**src/rtl/usb_tx.sv**
```systemverilog
// USB full-speed transmit serializer: SYNC, NRZI-encoded bit-stuffed payload (LSB first), EOP.
// Bytes arrive on a valid/ready stream into a one-byte holding register ahead of the shifter.
module usb_tx #(
  parameter int unsigned CLKS_PER_BIT = 4
) (
  input  logic       clk,
  input  logic       rst,
  input  logic       tx_start,
  input  logic [7:0] tx_data,
  input  logic       tx_valid,
  input  logic       tx_last,
  output logic       tx_ready,
  output logic       tx_busy,
  output logic       tx_err,
  output logic       d_plus_out,
  output logic       d_minus_out
);

  localparam int unsigned PHASE_W   = (CLKS_PER_BIT > 1) ? $clog2(CLKS_PER_BIT) : 1;
  localparam int unsigned BYTE_W    = 8;
  localparam int unsigned BITCNT_W  = 4;
  localparam int unsigned ONES_W    = 3;
  localparam logic [BYTE_W-1:0] SYNC_BYTE = 8'h80;

  typedef enum logic [1:0] {S_IDLE, S_SYNC, S_DATA, S_EOP} state_e;

  state_e               state_q, state_d;
  logic [PHASE_W-1:0]   phase_q, phase_d;
  logic [BITCNT_W-1:0]  bitcnt_q, bitcnt_d;
  logic [ONES_W-1:0]    ones_q, ones_d;
  logic [BYTE_W-1:0]    shift_q, shift_d;
  logic [BYTE_W-1:0]    hold_q, hold_d;
  logic                 hold_full_q, hold_full_d;
  logic                 last_q, last_d;
  logic                 dp_q, dp_d;
  logic                 dm_q, dm_d;
  logic                 ready_q, ready_d;
  logic                 busy_q, busy_d;
  logic                 err_q, err_d;

  logic                 emit_en, emit_bit;
  logic                 serial_c, bound_c, stuff_c, byte_end_c, accept_c, load_c, finish_c;

  assign serial_c   = (state_q == S_SYNC) || (state_q == S_DATA);
  assign bound_c    = (state_q != S_IDLE) && (phase_q == PHASE_W'(CLKS_PER_BIT - 1));
  assign stuff_c    = (ones_q == ONES_W'(6));
  assign byte_end_c = (bitcnt_q == BITCNT_W'(8));
  assign accept_c   = tx_valid && ready_q;
  // Byte boundary with no stuff bit pending: either reload from the holding register or stop.
  assign load_c     = serial_c && bound_c && !stuff_c && byte_end_c && hold_full_q;
  assign finish_c   = serial_c && bound_c && !stuff_c && byte_end_c && !hold_full_q;

  // State register.
  always_ff @(posedge clk) begin
    if (rst) state_q <= S_IDLE;
    else     state_q <= state_d;
  end

  // Next-state logic.
  always_comb begin
    state_d = state_q;
    case (state_q)
      S_IDLE:         if (tx_start) state_d = S_SYNC;
      S_SYNC, S_DATA: begin
        if (load_c)        state_d = S_DATA;
        else if (finish_c) state_d = S_EOP;
      end
      S_EOP:          if (bound_c && (bitcnt_q == BITCNT_W'(2))) state_d = S_IDLE;
      default:        state_d = S_IDLE;
    endcase
  end

  // Datapath and line next-values; the line only moves on bit boundaries.
  always_comb begin
    phase_d     = phase_q;
    bitcnt_d    = bitcnt_q;
    ones_d      = ones_q;
    shift_d     = shift_q;
    hold_d      = hold_q;
    hold_full_d = hold_full_q;
    last_d      = last_q;
    dp_d        = dp_q;
    dm_d        = dm_q;
    err_d       = 1'b0;
    emit_en     = 1'b0;
    emit_bit    = 1'b0;

    if (state_q == S_IDLE) begin
      phase_d = '0;
      if (tx_start) begin
        emit_en     = 1'b1;
        emit_bit    = SYNC_BYTE[0];
        shift_d     = SYNC_BYTE >> 1;
        bitcnt_d    = BITCNT_W'(1);
        ones_d      = '0;
        hold_full_d = 1'b0;
        last_d      = 1'b0;
      end
    end else if (bound_c) begin
      phase_d = '0;
      if (serial_c) begin
        if (stuff_c) begin
          emit_en  = 1'b1;
          emit_bit = 1'b0;
        end else if (!byte_end_c) begin
          emit_en  = 1'b1;
          emit_bit = shift_q[0];
          shift_d  = shift_q >> 1;
          bitcnt_d = bitcnt_q + BITCNT_W'(1);
        end else if (hold_full_q) begin
          emit_en     = 1'b1;
          emit_bit    = hold_q[0];
          shift_d     = hold_q >> 1;
          bitcnt_d    = BITCNT_W'(1);
          hold_full_d = 1'b0;
        end else begin
          dp_d     = 1'b0;
          dm_d     = 1'b0;
          bitcnt_d = '0;
          ones_d   = '0;
          err_d    = !last_q;
        end
      end else begin
        // EOP: SE0, SE0, then J.
        bitcnt_d = bitcnt_q + BITCNT_W'(1);
        if (bitcnt_q != '0) begin
          dp_d = 1'b1;
          dm_d = 1'b0;
        end
      end
    end else begin
      phase_d = phase_q + PHASE_W'(1);
    end

    // NRZI: a 0 toggles J<->K, a 1 holds and extends the run of ones.
    if (emit_en) begin
      if (emit_bit) begin
        ones_d = ones_q + ONES_W'(1);
      end else begin
        ones_d = '0;
        dp_d   = ~dp_q;
        dm_d   = ~dm_q;
      end
    end

    if (accept_c) begin
      hold_d      = tx_data;
      hold_full_d = 1'b1;
      last_d      = tx_last;
    end
  end

  // Registered status outputs follow the next state.
  always_comb begin
    busy_d  = (state_d != S_IDLE);
    ready_d = ((state_d == S_SYNC) || (state_d == S_DATA)) && !hold_full_d && !last_d;
  end

  always_ff @(posedge clk) begin
    if (rst) begin
      phase_q     <= '0;
      bitcnt_q    <= '0;
      ones_q      <= '0;
      shift_q     <= '0;
      hold_q      <= '0;
      hold_full_q <= 1'b0;
      last_q      <= 1'b0;
      dp_q        <= 1'b1;
      dm_q        <= 1'b0;
      ready_q     <= 1'b0;
      busy_q      <= 1'b0;
      err_q       <= 1'b0;
    end else begin
      phase_q     <= phase_d;
      bitcnt_q    <= bitcnt_d;
      ones_q      <= ones_d;
      shift_q     <= shift_d;
      hold_q      <= hold_d;
      hold_full_q <= hold_full_d;
      last_q      <= last_d;
      dp_q        <= dp_d;
      dm_q        <= dm_d;
      ready_q     <= ready_d;
      busy_q      <= busy_d;
      err_q       <= err_d;
    end
  end

  assign tx_ready    = ready_q;
  assign tx_busy     = busy_q;
  assign tx_err      = err_q;
  assign d_plus_out  = dp_q;
  assign d_minus_out = dm_q;

endmodule

```
**config.mk**
```make
export PLATFORM = sky130hd
export DESIGN_NAME = usb_tx
export DESIGN_NICKNAME = d
export VERILOG_FILES = /design/src/rtl/usb_tx.sv
export SDC_FILE = /design/constraint.sdc
export NUM_CORES = 1
export LEC_CHECK = 0
export BUFFER_PORTS_ARGS = -buffer_cell sky130_fd_sc_hd__buf_2
export CORE_MARGIN = 8
export CORE_UTILIZATION = 44
export DETAILED_ROUTE_END_ITERATION = 12
export GPL_TIMING_DRIVEN = 0
export PLACE_DENSITY = 0.68
export REMOVE_ABC_BUFFERS = 1
export SETUP_SLACK_MARGIN = 0.4
export SLEW_MARGIN = 20
export SYNTH_ARGS = -nofsm -noshare
export SYNTH_HDL_FRONTEND = slang
export SYNTH_SLANG_ARGS = --single-unit
export TNS_END_PERCENT = 10
```
**constraint.sdc**
```tcl
create_clock -name clk -period 3.5 [get_ports clk]
set_clock_uncertainty 0.1 [all_clocks]
set_input_delay 0.7 -clock clk [delete_from_list [all_inputs] [get_ports clk]]
set_output_delay 0.7 -clock clk [all_outputs]
set_load 0.01 [all_outputs]
```
==> key figures, run 1 <==
Status
  • Outcome: finished clean

Logic synthesis
  • Synth area leaders: dfxtp_1 39%, ha_1 7.3%, nand2_1 7.2%, a21oi_1 6.7%, mux2i_1 4.1%
  • Post-synthesis mux area share: under 10%
  • Post-synthesis sequential area ratio: approximately two fifths
  • Main combinational cell family by area after synthesis: simple AND/OR/NAND/NOR gates
  • Adder-cell share of the synthesized area: 7.310%
  • Syn Area/Cell: approximately 8.6 um^2
  • Synth unique cells: 46
  • Compound-Gate Fraction of Synth Area: between 10% and 20%
  • Synthesized flop and latch total: 33
  • Largest area contributor in the netlist: dfxtp_1
  • Netlist Area Pre-Place: about 1700 um^2
  • Share of Yosys cell area claimed by the top area cell type: around two fifths
  • Synth Area in Simple Gates: 25.07%
  • Ys Warns: 0
  • Synthesized instance count: about 200
  • Post-Synth XOR/XNOR Area: 0%

STA
  • TNS Setup: 0 ps
  • Slew Viols, Final: 0
  • Tcrit/Tclk final: between 70% and 80%
  • RSZ-0062 raised after global routing: false
  • Crit path time final: around 2600 ps
  • Worst Max-Slew Pin Slew: around 700 ps
  • Slew HR: a little over half
  • Highest clock rate: 378.8 MHz
  • Hold Violations, Final: 0
  • Final setup margin: between 800 and 900 ps
  • Hold_ws: approximately 330 ps
  • # setup viols final: 0

Floorplan
  • Core Box Area: around 3700 um^2
  • Die area: a little over 6000 um^2
  • Num rows: 22
  • Initial Utilization: between 40% and 50%
  • DIE WIDTH: between 70 and 80 um
  • # IOs: 18
  • Die Ht: between 70 and 80 um

Min path
  • Min-delay worst type: reg -> reg

Clock network
  • Clk_lat worst skew: roughly 280 ps
  • # Post-CTS Setup Buffers: 0
  • Reg clk slew, reported paths: ~70 ps
  • CTS tree: built
  • Clock Path Buffers: 2
  • CTS resizes: 0
  • Clk root buf: clkbuf_8
  • CTS buffer count: 5
  • H-tree depth: 2
  • Clock sink count: 33
  • Cts hold-fix bufs: 0

Power and ir drop
  • Switching Share: between 20% and 30%
  • Logic pwr share: 13.6%
  • Sequential power share: 45.0%
  • VDD IR-drop max: between 0.3 and 0.4 mV
  • PD cells: 469.7 nW/um^2
  • P_sw: around 0.23 mW
  • Internal: 0.6740 mW
  • Clk pwr share: 41.4%
  • Total power: 0.9003 mW
  • Leak pwr: approximately 0.74 nW

Setup path
  • WP data required: about 3600 ps
  • Crit path kind: reg -> reg
  • CP endpoint kind: flop
  • CP max FO: 18
  • Family with the most delay on the worst path: compound AO/OA/AOI/OAI gates
  • Max incr delay on CP: around 450 ps
  • Slowest cell on the critical path: o41ai_1
  • CP Buf/Inv Count: 1
  • Critical Path Source Type: flop
  • CP dominant cell by count: ha_1
  • Worst EP arrival: 2720 ps
  • Critical path, cell by cell: inv_1, ha_1, nand2b_4, o41ai_1, nand3_1, a31oi_1, ha_1, and4b_1

Layout
  • Post-layout util: roughly 52%
  • Area grow syn2layout: 11.99%
  • Nets: around 240
  • Share of post-route cells with drive strength above 1: between 10% and 20%
  • # diodes: 0

Routing
  • Drt initial violations: around 120
  • Via density: 5.323
  • Post-route DRC: 0
  • Drt wl/cell: 13.65 um
  • Total routed wirelength: ~3.6 mm
  • Routed Antenna Nets: 0
  • First-pass DRT Iterations: 4
  • Vias: 1400

GRT
  • GR Overflow Total: 0
  • Total track usage: 12.41%
  • Number of global-route vias before repair: between 1000 and 1500
  • First-pass GRT wire length: 6.189 mm
  • Initial antenna violation count: 0
  • Largest net degree at the start of global routing: 39

Placed design
  • GP Congestion: roughly 0.79
  • Worst slack, placed: approximately 900 ps
  • HPWL Detailed: approximately 2.5 mm
  • IO buf count: 17

Job
  • Max-Cap Viols: 0
## power by group through the flow
stage | logic (mW) | registers, mW | clock network [mW]
2_1_floorplan | 0.0790 | 0.415 | 0
3_3_place_gp | 0.119 | 0.414 | 0
3_5_place_dp | 0.122 | 0.414 | 0
4_1_cts | 0.122 | 0.406 | 0.380
5_1_grt | 0.135 | 0.408 | 0.389
6_report | 0.122 | 0.406 | 0.373
## path summary, 6_finish.rpt
check,from,endpoint,slack [ps],cells after the start
worst max-delay path,state_q[0]$_SDFF_PP0_,tx_ready$_SDFF_PP0_,860,8
worst min-delay path,phase_q[0]$_SDFF_PP0_,phase_q[0]$_SDFF_PP0_,330,1
worst max register to register,state_q[0]$_SDFF_PP0_,tx_ready$_SDFF_PP0_,860,8
worst min register to register,phase_q[0]$_SDFF_PP0_,phase_q[0]$_SDFF_PP0_,330,1
## sequential cells by signal (all words and copies together) (netlist names)
signal and count:
tx_err 1, hold_full_q 1, tx_ready 1, ones_q 3
last_q 1, d_plus_out 1, tx_busy 1, phase_q 2
d_minus_out 1, state_q 2, hold_q 8, bitcnt_q 4
shift_q 7
## Yosys cell counts (all sizes together)
master / instances
a2111oi: 1
a211oi: 5
a21o: 1
a21oi: 23
a22oi: 1
a2bb2oi: 1
a31oi: 2
and2: 3
and3: 3
and3b: 1
and4b: 1
buf: 4
clkbuf: 5
dfxtp: 33
ha: 10
inv: 10
mux2: 1
mux2i: 7
nand2: 34
nand2b: 3
nand3: 4
nand3b: 2
nand4: 1
nor2: 16
nor2b: 2
nor3: 4
nor3b: 3
nor4: 1
nor4b: 2
o211ai: 2
o21a: 1
o21ai: 3
o22ai: 1
o31ai: 2
o32ai: 1
o41ai: 2
or3: 2
or4: 1
## stage by stage
step | std cells | cell area [um^2]
2_1_floorplan | 190 | 1655
6_report | 263 | 1917
5_1_grt | 263 | 1917
3_3_place_gp | 255 | 1800
4_1_cts | 263 | 1917
3_5_place_dp | 255 | 1800
## cell usage in the layout (no fill, tap or decap), drive strengths merged, types with 2 or more instances in the layout
cell type | Yosys | layout
o211ai | 2 | 2
nor3 | 4 | 4
and3 | 3 | 3
nor2 | 16 | 16
clkbuf | 5 | 7
or3 | 2 | 2
nor3b | 3 | 3
nand3 | 4 | 4
nor2b | 2 | 2
o31ai | 2 | 2
nand2b | 3 | 3
o41ai | 2 | 2
a21oi | 23 | 23
mux2i | 7 | 7
and2 | 3 | 3
ha | 10 | 10
buf | 4 | 17
inv | 10 | 10
nand2 | 34 | 34
nand3b | 2 | 2
dfxtp | 33 | 33
a211oi | 5 | 5
a31oi | 2 | 2
o21ai | 3 | 3
nor4b | 2 | 2
## cells by family (layout without fill, tap and decap cells)
kind of cell | after synthesis | after routing
AO/OA/AOI/OAI | 46 | 46
adder cells (fa/ha/maj) | 10 | 10
AND/OR/NAND/NOR | 83 | 83
multiplexers | 8 | 8
buffers and inverters | 19 | 35
flip-flops | 33 | 33
## per-layer routing
layer  routed length, um  GRT usage (%)  part of all wire, %  up-vias
li1                    -              -                    -      724
met1                1863          14.80                   52      647
met2                1540          19.64                   43       24
met3                 118          3.417                  3.3        5
met4                  66          7.037                  1.8        0
met5                   0              0                    0        -
## area by class of cell
| type | instances | area, um^2 |
|---|---|---|
| repair buffers | 17 | 85.08 |
| inverters | 10 | 37.54 |
| well taps | 48 | 60.06 |
| multi-input cells | 147 | 957.2 |
| clock inverters | 1 | 30.03 |
| clock buffers | 7 | 86.33 |
| fillers | 370 | 1772 |
| flip-flops and latches | 33 | 660.6 |
Note: power is estimated with default switching activity, not from simulation.
==> run 2: changes to the inputs <==
--- a/config.mk
+++ b/config.mk
@@ -10,7 +10,7 @@
 export CORE_UTILIZATION = 44
 export DETAILED_ROUTE_END_ITERATION = 12
 export GPL_TIMING_DRIVEN = 0
-export PLACE_DENSITY = 0.68
+export PLACE_DENSITY = 0.7
 export REMOVE_ABC_BUFFERS = 1
 export SETUP_SLACK_MARGIN = 0.4
 export SLEW_MARGIN = 20
==> constraint.sdc (replaced) <==
create_clock -name clk -period 2.11 [get_ports clk]
set_clock_uncertainty 0.1 [all_clocks]
set_input_delay 0.422 -clock clk [delete_from_list [all_inputs] [get_ports clk]]
set_output_delay 0.422 -clock clk [all_outputs]
set_load 0.01 [all_outputs]
==> run 2 against run 1 <==
  * Sequential share of layout area decreased by 3.0 points
  * Combinational power increased by 120%
  * Sequential power increased by 66%
  * Via count increased by 4.7%
  * Cell area increased by 11%
  * Register-to-register slack got worse by 770 ps
  * Critical endpoint unchanged
==> key figures, run 2 (synthesis gave the netlist of run 1 again) <==
Min path
  • Hold Path Depth: 3 (+2)
  • Min-delay worst type: in -> reg
  • Hold Crit Start: tx_data[5]

STA
  • Slew HR: 52.97% (about the same)
  • Crit path time final: 2023 ps (-616.3 ps)
  • Worst Max-Slew Pin Slew: 705.5 ps (+0.7052 ps)
  • Highest clock rate: 494.2 MHz (+30%)
  • Final setup margin: 86.64 ps (-773.7 ps)
  • RSZ-0062 raised after global routing: true
  • Tcrit/Tclk final: 95.89% (+20 points)
  • # setup viols final: 0 (unchanged)
  • Slew Viols, Final: 0 (unchanged)
  • Hold Violations, Final: 0 (unchanged)

Job
  • Max-Cap Viols: 0 (unchanged)

GRT
  • Number of global-route vias before repair: 1504 (+9.1%)
  • Initial antenna violation count: 0 (unchanged)
  • Largest net degree at the start of global routing: 39 (unchanged)
  • GR Overflow Total: 0 (unchanged)
  • Total track usage: 13.16% (+0.75 points)
  • First-pass GRT wire length: 6.679 mm (+7.9%)

Routing
  • Vias: 1466 (+4.7%)
  • Post-route DRC: 0 (unchanged)
  • Drt initial violations: 84 (-27%)
  • Total routed wirelength: 3.807 mm (+6.1%)
  • Drt wl/cell: 13.74 um (+0.71%)
  • Routed Antenna Nets: 0 (unchanged)
  • Via density: 5.292 (-0.58%)
  • First-pass DRT Iterations: 4 (unchanged)

Clock network
  • Reg clk slew, reported paths: 70 ps (about the same)
  • CTS buffer count: 5 (unchanged)
  • Cts hold-fix bufs: 0 (unchanged)
  • Clk root buf: clkbuf_8
  • Clock sink count: 33 (unchanged)
  • H-tree depth: 2 (unchanged)
  • CTS tree: built
  • Clock Path Buffers: 2 (unchanged)
  • Clk_lat worst skew: 290 ps (about the same)

Setup path
  • Flop2flop setup slack: 90 ps (-770 ps)
  • WP data required: 2190 ps (-1390 ps)
  • R2R depth: 8 (unchanged)
  • Slowest cell on the critical path: mux2_4
  • Critical path, cell by cell: inv_2, ha_4, and3b_2, nand4_1, mux2_4, a21oi_4, ha_1, and4b_1
  • Setup crit start: bitcnt_q[0]$_SDFFE_PP0P_
  • Worst EP arrival: 2100 ps (-620 ps)
  • Critical Path Source Type: flop
  • Reg2reg start: bitcnt_q[0]$_SDFFE_PP0P_
  • Crit path kind: reg -> reg
  • CP max FO: 3 (-15)
  • CP endpoint kind: flop
  • Max incr delay on CP: 350 ps (-100 ps)

Placed design
  • Worst slack, placed: -455.1 ps (-1352 ps)
  • GP Congestion: 0.7669 (-3.3%)
  • IO buf count: 17 (unchanged)
  • HPWL Detailed: 2.441 mm (-2.5%)

Layout
  • Register area: 669.4 um^2 (+1.3%)
  • Share of post-route cells with drive strength above 1: 30.13% (+14 points)
  • Most frequent cells in the layout: 32 x nand2_1, 28 x dfxtp_1, 22 x a21oi_1
  • Area grow syn2layout: 24.20%
  • Biggest regs: hold_q (8), shift_q (7), bitcnt_q (4)
  • FILL cells: 338 (-8.6%)
  • Most common cell after layout, fill and taps aside: nand2_1
  • Top reg by flops: hold_q
  • # diodes: 0 (unchanged)
  • Max reg flops: 8 (unchanged)
  • Multi-input logic area: 1052 um^2 (+9.9%)
  • Nets: 251 (+5.9%)

Floorplan
  • Die Ht: 78.37 um (unchanged)
  • # IOs: 18 (unchanged)
  • Num rows: 22 (unchanged)
  • Initial Utilization: 46.40% (unchanged)
  • Die area: 6142 um^2 (unchanged)
  • Core Box Area: 3689 um^2 (unchanged)
  • DIE WIDTH: 78.37 um (unchanged)

Power and ir drop
  • Clk pwr share: 39.5% (-1.9 points)
  • Total power: 1.568 mW (+74%)
  • Leak pwr: 0.8201 nW (+11%)
  • PD cells: 737.4 nW/um^2 (+57%)
  • P_sw: 0.3995 mW (+76%)
  • Logic pwr share: 17.4% (+3.8 points)
  • Switching Share: 25.49% (+0.35 points)
  • Internal: 1.168 mW (+73%)
  • VDD IR-drop max: 0.6261 mV (+88%)
  • Sequential power share: 43.0% (-2.0 points)

Status
  • Outcome: finished clean
## run 2: cell count changes in the layout (fill, tap and decap cells not counted), moves of 3 or more
cell     previous run  this run
buf_4               0        14
dfxtp_1            33        28
dfxtp_2             0         4
inv_1              10         6
inv_2               0         4
ha_1               10         7
ha_4                0         3
## run 2: area by class of cell
| class | instances | area share (%) |
|---|---|---|
| multi-input combinational | 147 | 49.50 |
| clock inverter | 1 | 1.413 |
| timing repair buffer | 31 | 8.946 |
| sequential | 33 | 31.49 |
| clock buffer | 7 | 4.061 |
| inverter | 10 | 1.766 |
| tap | 48 | 2.825 |
## run 2: layer usage
layer,share of wire (%),GRT usage [%]
met1,52,16.52
met2,43,20.71
met3,3.3,3.872
met4,1.2,5.000
met5,0,0
## run 2: critical path: cells and delay by family (launching register included)
kind	cells	cell delay, ps
adders and majority gates	2	370
buffers and inverters	1	80
AOI/OAI and AO/OA	1	130
and+or+nand+nor	3	530
muxes	1	350
DFF	1	330
## run 2: path summary, 6_finish.rpt
| path | end |
|---|---|
| max | tx_ready$_SDFF_PP0_ |
| min | hold_q[5]$_SDFFE_PP0P_ |
| max reg2reg | tx_ready$_SDFF_PP0_ |
| min reg2reg | tx_err$_SDFF_PP0_ |
## run 2: per-stage QoR
stage | hold slack (ps) | util, % | area [um^2] | setup TNS, ps | std cells
2_1_floorplan | 289.9 | - | 1655 | -107.7 | 190
3_3_place_gp | 317.4 | 48.81 | 1800 | -2599 | 255
3_5_place_dp | 318.8 | 48.81 | 1800 | -2633 | 255
4_1_cts | 260.4 | 56.55 | 2086 | 0 | 274
5_1_grt | 274.3 | 57.63 | 2126 | 0 | 277
6_report | 267.1 | 57.63 | 2126 | 0 | 277
## run 2: timing repair
action                                  in CTS  in global routing
endpoints found under the setup margin      23                 21
resized for setup                           23                  4
pin swaps                                    6                  2
setup buffers                               11                  3
## run 2: power by group through the flow
| stage | Combinational [mW] | Sequential [mW] | Clock (mW) |
|---|---|---|---|
| 3_3_place_gp | 0.197 | 0.686 | 0 |
| 4_1_cts | 0.250 | 0.673 | 0.629 |
| 6_report | 0.274 | 0.674 | 0.620 |
| 2_1_floorplan | 0.131 | 0.688 | 0 |
| 3_5_place_dp | 0.198 | 0.687 | 0 |
| 5_1_grt | 0.302 | 0.678 | 0.656 |
==> run 3: changes to the inputs <==
--- a/config.mk
+++ b/config.mk
@@ -11,7 +11,6 @@
 export DETAILED_ROUTE_END_ITERATION = 12
 export GPL_TIMING_DRIVEN = 0
 export PLACE_DENSITY = 0.7
-export REMOVE_ABC_BUFFERS = 1
 export SETUP_SLACK_MARGIN = 0.4
 export SLEW_MARGIN = 20
 export SYNTH_ARGS = -nofsm -noshare
==> run 3 against run 2 <==
  * Combinational power decreased by 11%
  * Highest routed layer unchanged
  * Critical path depth grew 1
  * Cell area shrank 2.6%
  * Routed wire length fell by 0.21%
  * Utilization down 1.5 points
  * Flip-flop and latch count unchanged
  * Largest power group unchanged
  * Sequential power rose by 0.6%
  * Register-to-register slack got worse by 60 ps
  * Sequential share of layout area rose by 0.66 points
  * Worst hold slack gained 8.9 ps
  * Total power fell by 13%
==> key figures, run 3 (synthesis gave the netlist of run 1 again) <==
STA
  • Highest clock rate: 479.1 MHz (-3.1%)
  • Worst Max-Slew Pin Slew: 552.1 ps (-153.4 ps)
  • Hold_ws: 275.9 ps (+8.867 ps)
  • Slew Viols, Final: 0 (unchanged)
  • Hold Violations, Final: 0 (unchanged)
  • Final setup margin: 22.75 ps (-63.89 ps)
  • Tcrit/Tclk final: 98.92% (+3.0 points)
  • RSZ-0062 raised after global routing: true
  • Crit path time final: 2087 ps (+63.89 ps)
  • # setup viols final: 0 (unchanged)
  • Slew HR: 63.20% (+10 points)

Floorplan
  • # IOs: 18 (unchanged)
  • Die Ht: 78.37 um (unchanged)
  • DIE WIDTH: 78.37 um (unchanged)
  • Num rows: 22 (unchanged)
  • Initial Utilization: 46.40% (unchanged)
  • Core Box Area: 3689 um^2 (unchanged)
  • Die area: 6142 um^2 (unchanged)

Job
  • Max-Cap Viols: 0 (unchanged)

Layout
  • Most frequent cells in the layout: 33 x nand2_1, 29 x dfxtp_1, 21 x a21oi_1
  • FILL cells: 347 (+2.7%)
  • Nets: 247 (-1.6%)
  • Post-layout util: 56.14% (-1.5 points)
  • Area grow syn2layout: 20.98%
  • Fin cells: 273 (-1.4%)
  • Most common cell after layout, fill and taps aside: nand2_1
  • Share of post-route cells with drive strength above 1: 27.56% (-2.6 points)
  • # diodes: 0 (unchanged)
  • Top reg by flops: hold_q
  • Biggest regs: hold_q (8), shift_q (7), bitcnt_q (4)
  • Max reg flops: 8 (unchanged)

Clock network
  • Reg clk slew, reported paths: 70 ps (about the same)
  • Clock sink count: 33 (unchanged)
  • CTS buffer count: 5 (unchanged)
  • Clock Path Buffers: 2 (unchanged)
  • H-tree depth: 2 (unchanged)
  • Clk root buf: clkbuf_8
  • CTS tree: built
  • Clk_lat worst skew: 280 ps (about the same)

Power and ir drop
  • PD cells: 661.0 nW/um^2 (-10%)
  • Leak pwr: 0.7685 nW (-6.3%)
  • Sequential power share: 49.5% (+6.5 points)
  • VDD IR-drop max: 0.4907 mV (-22%)
  • Internal: 0.9880 mW (-15%)
  • Clk pwr share: 32.7% (-6.8 points)
  • Switching Share: 27.82% (+2.3 points)
  • Total power: 1.369 mW (-13%)
  • P_sw: 0.3808 mW (-4.7%)
  • Logic pwr share: 17.7% (+0.3 points)

GRT
  • Largest net degree at the start of global routing: 11 (-72%)
  • Met1 GRT Util: 16.32% (-0.20 points)
  • GRT met3 Usage: 3.303% (-0.57 points)
  • GRT busiest layer: met2
  • Initial antenna violation count: 0 (unchanged)
  • Global Route met2 Usage: 20.96% (+0.25 points)
  • GR Overflow Total: 0 (unchanged)
  • First-pass GRT wire length: 6.513 mm (-2.5%)
  • Number of global-route vias before repair: 1372 (-8.8%)
  • Total track usage: 12.82% (-0.34 points)

Status
  • Outcome: finished clean

Setup path
  • Critical Path Source Type: flop
  • Flop2flop setup slack: 20 ps (-60 ps)
  • Critical path, cell by cell: inv_2, ha_4, buf_6, nand2b_4, o41ai_4, nand3_1, a31oi_2, ha_1, and4b_1
  • CP max FO: 9 (+6)
  • Slowest cell on the critical path: dfxtp_2
  • Setup crit start: state_q[0]$_SDFF_PP0_
  • CP Buf/Inv Count: 2 (+1)
  • Reg2reg start: state_q[0]$_SDFF_PP0_
  • CP endpoint kind: flop
  • Worst EP arrival: 2160 ps (+60 ps)
  • Family with the most delay on the worst path: simple AND/OR/NAND/NOR gates
  • WP data required: 2180 ps (about the same)
  • Crit path kind: reg -> reg
  • Max incr delay on CP: 360 ps (about the same)

Routing
  • Routed Antenna Nets: 0 (unchanged)
  • Vias: 1464 (-0.14%)
  • Drt initial violations: 129 (+54%)
  • Post-route DRC: 0 (unchanged)
  • Total routed wirelength: 3.799 mm (-0.21%)
  • First-pass DRT Iterations: 4 (unchanged)
  • Drt wl/cell: 13.92 um (+1.3%)
  • Via density: 5.363 (+1.3%)

Placed design
  • Worst slack, placed: -33.14 ps (+422.0 ps)
  • IO buf count: 17 (unchanged)
  • GP Congestion: 0.7700 (+0.40%)
  • Dpl cells: 264 (+3.5%)
  • HPWL Detailed: 2.741 mm (+12%)

Min path
  • Hold Crit Start: tx_data[4]
  • Min-delay worst type: in -> reg

Logic synthesis
  • Syn Nets: between 200 and 250
==> run 3: cell count changes in the layout (fill, tap and decap cells not counted), sizes merged <==
cell,change
buf,-9
clkbuf,+4
clkinv,+2
bufinv,-1
==> run 3: final timing paths <==
kind | end | depth (start not counted)
min reg2reg | phase_q[0]$_SDFF_PP0_ | 1
max | tx_ready$_SDFF_PP0_ | 9
min | hold_q[4]$_SDFFE_PP0P_ | 3
max reg2reg | tx_ready$_SDFF_PP0_ | 9
==> run 3: tightest hold or removal path, cell delays in order <==
cell and delay, ps:
buf_2 90, nand2_1 40, a21oi_1 50
==> run 3: metrics by stage <==
| step | TNS (ps) | area (um^2) |
|---|---|---|
| 4_1_cts | 0 | 2017 |
| 3_5_place_dp | -33.14 | 1909 |
| 6_report | 0 | 2071 |
| 3_3_place_gp | -30.24 | 1909 |
| 5_1_grt | -98.73 | 2071 |
| 2_1_floorplan | 0 | 1764 |
==> run 3: routing by layer <==
metal | wire length (um) | vias to the layer above
met5 | 0 | -
met2 | 1823 | 23
li1 | - | 748
met4 | 30 | 0
met3 | 121 | 4
met1 | 1823 | 689
==> run 3: final cells by class <==
class | instances | area, um^2 | share of cell area (%)
Sequential cell | 33 | 665.6 | 32.14
Timing Repair Buffer | 18 | 92.59 | 4.471
Clock buffer | 6 | 72.57 | 3.505
Multi-Input combinational cell | 147 | 1070 | 51.66
Tap cell | 48 | 60.06 | 2.900
Buffer | 9 | 60.06 | 2.900
Inverter | 10 | 40.04 | 1.934
Clock inverter | 2 | 10.01 | 0.4834
==> run 3: timing repair <==
action,CTS,global route
buffers inserted,1,0
hold buffers,0,0
gates resized for setup,2,12
setup endpoints to repair,19,22
pin swaps,1,7
==> run 3: power groups by stage <==
stage	clock [mW]	combinational (mW)	sequential (mW)
3_3_place_gp	0	0.226	0.690
2_1_floorplan	0	0.164	0.690
3_5_place_dp	0	0.230	0.690
5_1_grt	0.488	0.273	0.681
6_report	0.448	0.243	0.678
4_1_cts	0.460	0.232	0.676
